==> src/rtl/uart_pkg.sv <==
// +--------------------------------------------------------------------------+
// | uart_pkg : shared receive-path types, default constants, parity helper   |
// | Rev 1.0                                                                  |
// +--------------------------------------------------------------------------+
`default_nettype none

package uart_pkg;

  typedef enum logic [2:0] {
    IDLE   = 3'd0,
    START  = 3'd1,
    DATA   = 3'd2,
    PARITY = 3'd3,
    STOP   = 3'd4
  } rx_state_e;

  localparam int C_OVERSAMPLE_DEF = 16;
  localparam int C_DATA_BITS_DEF  = 8;
  localparam int C_FIFO_DEPTH_DEF = 4;

  // Expected parity bit; unused upper data bits must be zero.
  function automatic logic parity_bit(input logic [7:0] data, input logic odd);
    return (^data) ^ odd;
  endfunction

endpackage

`default_nettype wire

==> src/rtl/uart_rx_fifo.sv <==
// +--------------------------------------------------------------------------+
// | uart_rx_fifo : synchronous FIFO with wrapping pointers and occupancy     |
// | Rev 1.0                                                                  |
// +--------------------------------------------------------------------------+
`default_nettype none

module uart_rx_fifo #(
  parameter int WIDTH = 8,
  parameter int DEPTH = 4
) (
  input  logic                     clk,
  input  logic                     rst,
  input  logic                     i_push,
  input  logic [WIDTH-1:0]         i_data,
  input  logic                     i_pop,
  output logic [WIDTH-1:0]         o_data,
  output logic [$clog2(DEPTH):0]   o_count,
  output logic                     o_full,
  output logic                     o_empty
);

  localparam int AW = $clog2(DEPTH);
  localparam int CW = AW + 1;

  logic [WIDTH-1:0] mem_q [DEPTH];
  logic [AW-1:0]    wr_ptr_q, wr_ptr_d;
  logic [AW-1:0]    rd_ptr_q, rd_ptr_d;
  logic [CW-1:0]    count_q, count_d;
  logic             push_ok, pop_ok;

  assign o_full  = (count_q == CW'(DEPTH));
  assign o_empty = (count_q == '0);
  assign o_count = count_q;
  // Head is forced to zero when empty so the output has a defined reset value.
  assign o_data  = o_empty ? '0 : mem_q[rd_ptr_q];

  // A push into a full FIFO is accepted only when the head leaves on the same edge.
  assign push_ok = i_push && (!o_full || i_pop);
  assign pop_ok  = i_pop && !o_empty;

  always_comb begin
    wr_ptr_d = wr_ptr_q;
    rd_ptr_d = rd_ptr_q;
    count_d  = count_q;
    if (push_ok) wr_ptr_d = wr_ptr_q + 1'b1;
    if (pop_ok)  rd_ptr_d = rd_ptr_q + 1'b1;
    case ({push_ok, pop_ok})
      2'b10:   count_d = count_q + 1'b1;
      2'b01:   count_d = count_q - 1'b1;
      default: count_d = count_q;
    endcase
  end

  always_ff @(posedge clk) begin
    if (rst) begin
      wr_ptr_q <= '0;
      rd_ptr_q <= '0;
      count_q  <= '0;
    end else begin
      wr_ptr_q <= wr_ptr_d;
      rd_ptr_q <= rd_ptr_d;
      count_q  <= count_d;
    end
  end

  always_ff @(posedge clk) begin
    if (push_ok) mem_q[wr_ptr_q] <= i_data;
  end

endmodule

`default_nettype wire

==> src/rtl/uart_rx_ctrl.sv <==
// +--------------------------------------------------------------------------+
// | uart_rx_ctrl : oversampled UART receiver with byte FIFO and error flags  |
// | Optional parity stage: define UART_RX_PARITY_EN.            Rev 1.0      |
// +--------------------------------------------------------------------------+
`default_nettype none

module uart_rx_ctrl
  import uart_pkg::*;
#(
  parameter int CLKS_PER_TICK = 27,
  parameter int OVERSAMPLE    = C_OVERSAMPLE_DEF,
  parameter int DATA_BITS     = C_DATA_BITS_DEF,
  parameter int FIFO_DEPTH    = C_FIFO_DEPTH_DEF,
  parameter int PARITY_ODD    = 0
) (
  input  logic                          clk,
  input  logic                          reset,
  input  logic                          rx,
  input  logic                          enable,
  output logic [7:0]                    m_data,
  output logic                          m_valid,
  input  logic                          m_ready,
  output logic [$clog2(FIFO_DEPTH):0]   fifo_count,
  output logic                          busy,
  output logic                          frame_err,
  output logic                          parity_err,
  output logic                          overrun,
  input  logic                          clr_overrun
);

  localparam int DW = $clog2(CLKS_PER_TICK + 1);
  localparam int SW = $clog2(OVERSAMPLE);
  localparam int BW = $clog2(DATA_BITS + 1);

  logic                 rx_meta_q, rx_s_q, rx_q_q;
  logic [DW-1:0]        div_q, div_d;
  logic                 tick;
  rx_state_e            state_q, state_d;
  logic [SW-1:0]        sc_q, sc_d;
  logic [BW-1:0]        bit_q, bit_d;
  logic [DATA_BITS-1:0] shreg_q, shreg_d;
  logic                 discard_q, discard_d;
  logic                 frame_err_q, frame_err_d;
  logic                 parity_err_q, parity_err_d;
  logic                 overrun_q, overrun_d;
  logic                 push_req;
  logic                 fifo_pop, fifo_full, fifo_empty;

  assign tick = (div_q == DW'(CLKS_PER_TICK - 1));

  always_comb begin
    div_d = tick ? '0 : div_q + 1'b1;
  end

  always_comb begin
    state_d      = state_q;
    sc_d         = sc_q;
    bit_d        = bit_q;
    shreg_d      = shreg_q;
    discard_d    = discard_q;
    frame_err_d  = 1'b0;
    parity_err_d = 1'b0;
    push_req     = 1'b0;
    case (state_q)
      IDLE: begin
        if (enable && rx_q_q && !rx_s_q) begin
          state_d   = START;
          sc_d      = '0;
          bit_d     = '0;
          discard_d = 1'b0;
        end
      end
      START: begin
        if (tick) begin
          if (sc_q == SW'(OVERSAMPLE / 2 - 1)) begin
            sc_d    = '0;
            state_d = rx_s_q ? IDLE : DATA;
          end else begin
            sc_d = sc_q + 1'b1;
          end
        end
      end
      DATA: begin
        if (tick) begin
          if (sc_q == SW'(OVERSAMPLE - 1)) begin
            shreg_d = {rx_s_q, shreg_q[DATA_BITS-1:1]};
            sc_d    = '0;
            bit_d   = bit_q + 1'b1;
            if (bit_q == BW'(DATA_BITS - 1)) begin
`ifdef UART_RX_PARITY_EN
              state_d = PARITY;
`else
              state_d = STOP;
`endif
            end
          end else begin
            sc_d = sc_q + 1'b1;
          end
        end
      end
      PARITY: begin
        if (tick) begin
          if (sc_q == SW'(OVERSAMPLE - 1)) begin
            discard_d = (rx_s_q != parity_bit(8'(shreg_q), PARITY_ODD != 0));
            sc_d      = '0;
            state_d   = STOP;
          end else begin
            sc_d = sc_q + 1'b1;
          end
        end
      end
      STOP: begin
        if (tick) begin
          if (sc_q == SW'(OVERSAMPLE - 1)) begin
            sc_d    = '0;
            state_d = IDLE;
            if (!rx_s_q) frame_err_d = 1'b1;
            else if (!discard_q) push_req = 1'b1;
`ifdef UART_RX_PARITY_EN
            else parity_err_d = 1'b1;
`endif
          end else begin
            sc_d = sc_q + 1'b1;
          end
        end
      end
      default: state_d = IDLE;
    endcase
  end

  assign fifo_pop = m_valid && m_ready;

  // A byte lost to a full FIFO sets the flag; a new loss wins over a clear.
  always_comb begin
    overrun_d = overrun_q;
    if (push_req && fifo_full && !fifo_pop) overrun_d = 1'b1;
    else if (clr_overrun)                   overrun_d = 1'b0;
  end

  always_ff @(posedge clk) begin
    if (reset) begin
      rx_meta_q    <= 1'b1;
      rx_s_q       <= 1'b1;
      rx_q_q       <= 1'b1;
      div_q        <= '0;
      state_q      <= IDLE;
      sc_q         <= '0;
      bit_q        <= '0;
      shreg_q      <= '0;
      discard_q    <= 1'b0;
      frame_err_q  <= 1'b0;
      parity_err_q <= 1'b0;
      overrun_q    <= 1'b0;
    end else begin
      rx_meta_q    <= rx;
      rx_s_q       <= rx_meta_q;
      rx_q_q       <= rx_s_q;
      div_q        <= div_d;
      state_q      <= state_d;
      sc_q         <= sc_d;
      bit_q        <= bit_d;
      shreg_q      <= shreg_d;
      discard_q    <= discard_d;
      frame_err_q  <= frame_err_d;
      parity_err_q <= parity_err_d;
      overrun_q    <= overrun_d;
    end
  end

  uart_rx_fifo #(
    .WIDTH (8),
    .DEPTH (FIFO_DEPTH)
  ) u_fifo (
    .clk     (clk),
    .rst     (reset),
    .i_push  (push_req),
    .i_data  (8'(shreg_q)),
    .i_pop   (fifo_pop),
    .o_data  (m_data),
    .o_count (fifo_count),
    .o_full  (fifo_full),
    .o_empty (fifo_empty)
  );

  assign m_valid    = !fifo_empty;
  assign busy       = (state_q != IDLE);
  assign frame_err  = frame_err_q;
  assign parity_err = parity_err_q;
  assign overrun    = overrun_q;

endmodule

`default_nettype wire

==> config.mk <==
export PLATFORM = sky130hd
export DESIGN_NAME = uart_rx_ctrl
export DESIGN_NICKNAME = d
export VERILOG_FILES = /design/src/rtl/uart_pkg.sv /design/src/rtl/uart_rx_fifo.sv /design/src/rtl/uart_rx_ctrl.sv
export SDC_FILE = /design/constraint.sdc
export NUM_CORES = 1
export LEC_CHECK = 0
export CAP_MARGIN = 10
export CORE_UTILIZATION = 52
export DETAILED_ROUTE_END_ITERATION = 8
export PLACE_DENSITY_LB_ADDON = 0.1
export SLEW_MARGIN = 40
export SYNTH_ARGS = -nofsm -noshare
export SYNTH_HDL_FRONTEND = slang
export SYNTH_SLANG_ARGS = --single-unit
==> constraint.sdc <==
create_clock -name clk -period 2.31 [get_ports clk]
set_input_delay 0.231 -clock clk [delete_from_list [all_inputs] [get_ports clk]]
set_output_delay 0.231 -clock clk [all_outputs]
set_load 0.1 [all_outputs]
==> results.txt <==
- Status: completed
- 22 I/O pins were placed.
- Post-route core utilization: 67.3%
- Min-delay worst type: reg2reg
* List of cells traversed by the critical path: inv_2, ha_4, and4b_2, nand4_4, nor4_4, inv_1, ha_4, inv_2, fa_2, xor2_1, or3_1, a21oi_1
- Area share of the largest cell type after synthesis: 30.8%
- Pwr/cell area: 616 nW/um2
- Number of antenna violations at the first check in global routing: 0
- Dividing the final minimum period by the clock period gives 99.3%.
- Post-synthesis mux area share: 9.29%
- Clock latency on the worst-skew pair, taken at its later pin, is 0.34 ns.
- Core footprint: 5640 um2
- At the end of the flow, the number of nets in the layout was 306.
- Critical path launch point type: flop
* Clk slew on worst S/H paths: 0.07 ns
- Pin count of the biggest net entering global routing: 14
- When the netlist entered floorplanning its net count stood at 271.
* Hold Violations, Final: 0
- Routability-driven placement finished with a final weighted congestion of 0.746.
* Area of the die: 6320 um2
* Number of I/O port buffers: 20
- Detailed placement finished with a half-perimeter wire length of 3620 um.
- Leading cell type by number of instances after synthesis: sky130_fd_sc_hd__dfxtp_1
* Aggregate routed wire length: 5050 um
- The H-tree was split into 3 levels.
- Parity-gate share of the synthesized area counting xor and xnor cells: 5.33%
- Clock tree root driver cell: sky130_fd_sc_hd__clkbuf_8
- Post-Synthesis Mean Instance Area: 12.3 um2
- Number of instances in the synthesized netlist: 255
- After synthesis, the share of flip-flops with an asynchronous set or reset is 0%.
- The startpoint identified for the worst register-to-register timing path is div_q[0]$_SDFF_PP0_.
- Maximum number of buffers from clock root to sink: 2
- After routing, the total negative slack on setup checks comes to 0 ns.
- Data required, critical path: 2.57 ns
- Summing the areas of all compound-gate instances in the mapped netlist gives 5.21% of the synthesized area.
- The worst setup path is captured at a flop.
* Main synth FF type: sky130_fd_sc_hd__dfxtp_1
- Floorplan die height: 79.5 um
- Synth Area in Adders: 4.25%
- Counting cells, the worst reg-to-reg path comes to 12.
* Total of endpoints with negative setup slack in the final report: 0
- For this configuration, the core starts out at a cell density of 55.4%.
* Capture instance of the worst register-to-register path: u_fifo.o_count[2]$_SDFFE_PP0P_
- Dividing the detail-routed wire length by the instance count gives 13.8 um.
- Number of rows in the core area: 27
- Cell taking the most area after synthesis: sky130_fd_sc_hd__edfxtp_1
- Netlist Area Pre-Place: 3120 um2
- The first global-routing pass estimated 8540 um of wire.
- Across the routed clock network, the largest skew measured is 0.00583 ns.
- Sorting the synthesized cells by how often they occur yields sky130_fd_sc_hd__dfxtp_1 (39), sky130_fd_sc_hd__edfxtp_1 (32), sky130_fd_sc_hd__nor2_1 (31), sky130_fd_sc_hd__and2_1 (14).
- In this run, distinct cell masters in the synthesized netlist total 46.
- In this run, CTS created clock tree buffers numbering 9.
- The worst setup path is of the reg2reg kind.
* Combinational family with the most area after synthesis: simple AND/OR/NAND/NOR gates
- In this run the worst setup path terminates at u_fifo.o_count[2]$_SDFFE_PP0P_.
* Horizontal die dimension: 79.5 um
- Max_cap viols: 0
* Quantity of hold-fixing buffers added after cts: 0
* Leakage component of the power: 0.00135 uW
- Seq cells post-synth: 71
* Post-DR vias/cell: 5.23
- During synthesis, Yosys emitted a total of 0 warnings.
* Startpoint of the worst setup timing path: div_q[0]$_SDFF_PP0_
- Unrepaired setup endpoints after global routing: true
- Slowest CP cell: sky130_fd_sc_hd__dfxtp_4
* Clock tree from TritonCTS: yes
- Number of pins exceeding their max-slew limit in the final report: 0
- Via count of the first global-routing pass: 1868
* Post-route antenna net violation count: 0
- In this run, synthesis inferred 32 flip-flops with an integrated enable.
- Global routing used 18.4% of the available tracks across all layers.
* FF-to-FF setup slack: 0.02 ns
- DRC violations left: 0
- Crit path max fanout: 4
- Portion of the post-synthesis area used by sequential elements: 55.7%
- The number of antenna diodes in the final layout is 0.
- Leading cell types by total area after synthesis: sky130_fd_sc_hd__edfxtp_1 (31%), sky130_fd_sc_hd__dfxtp_1 (25%), sky130_fd_sc_hd__mux4_2 (5.8%)
- Number of clock sinks: 71
* Vias after detailed routing: 1920
- Signal arrival time at the worst endpoint: 2.56 ns
* Fin crit period: 2.29 ns
* Delay of the slowest cell on the worst path: 0.36 ns
* Aggregate global routing overflow: 0
- The post-route netlist has 26.4% of its cells at a drive strength greater than 1.
- Along the worst hold path, the cell count comes to 1.
- The area growth from synthesis to layout is 21.6%.
- The filler cells instantiated in the layout total 431.
* Highest clock rate: 0.436 GHz
- Peak supply drop: 0.000499 V
* Number of search-and-repair iterations in the first detailed-routing pass: 4
* Simple-gate portion of the synthesized area: 17.2%
* Number of violations reported at the end of detailed-routing iteration 0: 35
-- cells in the final DEF (no fill, tap or decap), types with 2 or more instances in the layout --
master / count
sky130_fd_sc_hd__dfxtp_1: 35
sky130_fd_sc_hd__edfxtp_1: 32
sky130_fd_sc_hd__nor2_1: 31
sky130_fd_sc_hd__buf_4: 23
sky130_fd_sc_hd__and2_1: 13
sky130_fd_sc_hd__mux2i_1: 11
sky130_fd_sc_hd__xnor2_1: 11
sky130_fd_sc_hd__clkbuf_8: 9
sky130_fd_sc_hd__mux4_2: 8
sky130_fd_sc_hd__nand2_1: 8
sky130_fd_sc_hd__a21oi_1: 8
sky130_fd_sc_hd__nor3_1: 8
sky130_fd_sc_hd__xor2_1: 8
sky130_fd_sc_hd__buf_12: 8
sky130_fd_sc_hd__ha_1: 7
sky130_fd_sc_hd__inv_1: 6
sky130_fd_sc_hd__nand3_1: 6
sky130_fd_sc_hd__clkdlybuf4s50_1: 5
sky130_fd_sc_hd__o21ai_0: 4
sky130_fd_sc_hd__dfxtp_4: 4
sky130_fd_sc_hd__nor2b_1: 3
sky130_fd_sc_hd__or2_2: 3
sky130_fd_sc_hd__or3_4: 2
sky130_fd_sc_hd__nor4_4: 2
sky130_fd_sc_hd__inv_2: 2
sky130_fd_sc_hd__nand4_1: 2
sky130_fd_sc_hd__o22a_1: 2
sky130_fd_sc_hd__nand3b_1: 2
sky130_fd_sc_hd__or3_1: 2
sky130_fd_sc_hd__a22oi_1: 2
sky130_fd_sc_hd__ha_4: 2
sky130_fd_sc_hd__clkinvlp_4: 2
sky130_fd_sc_hd__inv_6: 2
-- critical path: cells and delay by family (launching register included) --
kind | cells | cell delay [ns]
DFF | 1 | 0.36
and+or+nand+nor | 4 | 0.78
xor gates and xnor gates | 1 | 0.17
buffers and inverters | 3 | 0.16
adders and majority gates | 3 | 0.61
AOI/OAI and AO/OA | 1 | 0.13
-- how the worst min path moves through the flow --
stage / from / to
final: rx_meta_q$_SDFF_PP1_ / rx_s_q$_SDFF_PP1_
after global routing: rx_meta_q$_SDFF_PP1_ / rx_s_q$_SDFF_PP1_
after CTS: rx_meta_q$_SDFF_PP1_ / rx_s_q$_SDFF_PP1_
after detailed placement: rx_meta_q$_SDFF_PP1_ / rx_s_q$_SDFF_PP1_
after global placement: rx_meta_q$_SDFF_PP1_ / rx_s_q$_SDFF_PP1_
after floorplan: rx / rx_meta_q$_SDFF_PP1_
-- stage by stage --
step                      hold WS (ns)  std cells  power (uW)  instance area [um2]  setup slack, ns
after floorplan                  0.335        255        1390                 3190         0.000994
after global routing             0.429        367        2430                 3800          -0.0967
after CTS                        0.416        366        2360                 3770          0.00104
after global placement           0.397        350        1410                 3570          -0.0468
after detailed placement         0.398        350        1410                 3570          -0.0751
final                            0.415        367        2340                 3800           0.0162
-- power breakdown --
group | total [uW] | internal (uW) | switching, uW
registers | 1310 | 1300 | 5.43
logic | 73.8 | 31.1 | 42.7
clock network | 959 | 500 | 459
-- timing repair --
item,4_1_cts,5_1_grt
setup endpoints to repair,0,2
endpoints found under the hold margin,0,0
gates resized for setup,0,5
buffers inserted,0,1
-- routing by layer --
metal	wire, um	part of all wire (%)	vias up	track usage [%]
li1	-	-	982	-
met1	2280	45	909	20.9
met2	2550	50	22	32.0
met3	139	2.8	7	4.80
met4	81	1.6	0	8.73
met5	0	0	-	0
-- layout make-up --
type                       count  area, um2  area share [%]
clock buffer                   9        124            3.26
clock inverter                 7       71.3            1.88
inverter                       8       30.0           0.791
multi-input combinational    164       1340            35.4
sequential                    71       1760            46.2
tap                           72       90.1            2.37
timing repair buffer          36        383            10.1
-- cells by family after synthesis --
family	after synthesis
AO/OA/AOI/OAI	22
XOR/XNOR	19
adder cells (fa/ha/maj)	10
buffers and inverters	20
flip-flops	71
multiplexers	19
other	1
AND/OR/NAND/NOR	93
-- registers in the layout, summed over array words and instances, names as in the netlist, named ones only --
name / cells
u_fifo.rd_ptr_q: 2
overrun: 1
rx_meta_q: 1
u_fifo.o_count: 3
u_fifo.mem_q: 32
discard_q: 1
state_q: 3
div_q: 5
rx_s_q: 1
shreg_q: 8
frame_err: 1
bit_q: 4
rx_q_q: 1
sc_q: 4
u_fifo.wr_ptr_q: 2
Note: power is estimated with default switching activity, not from simulation.
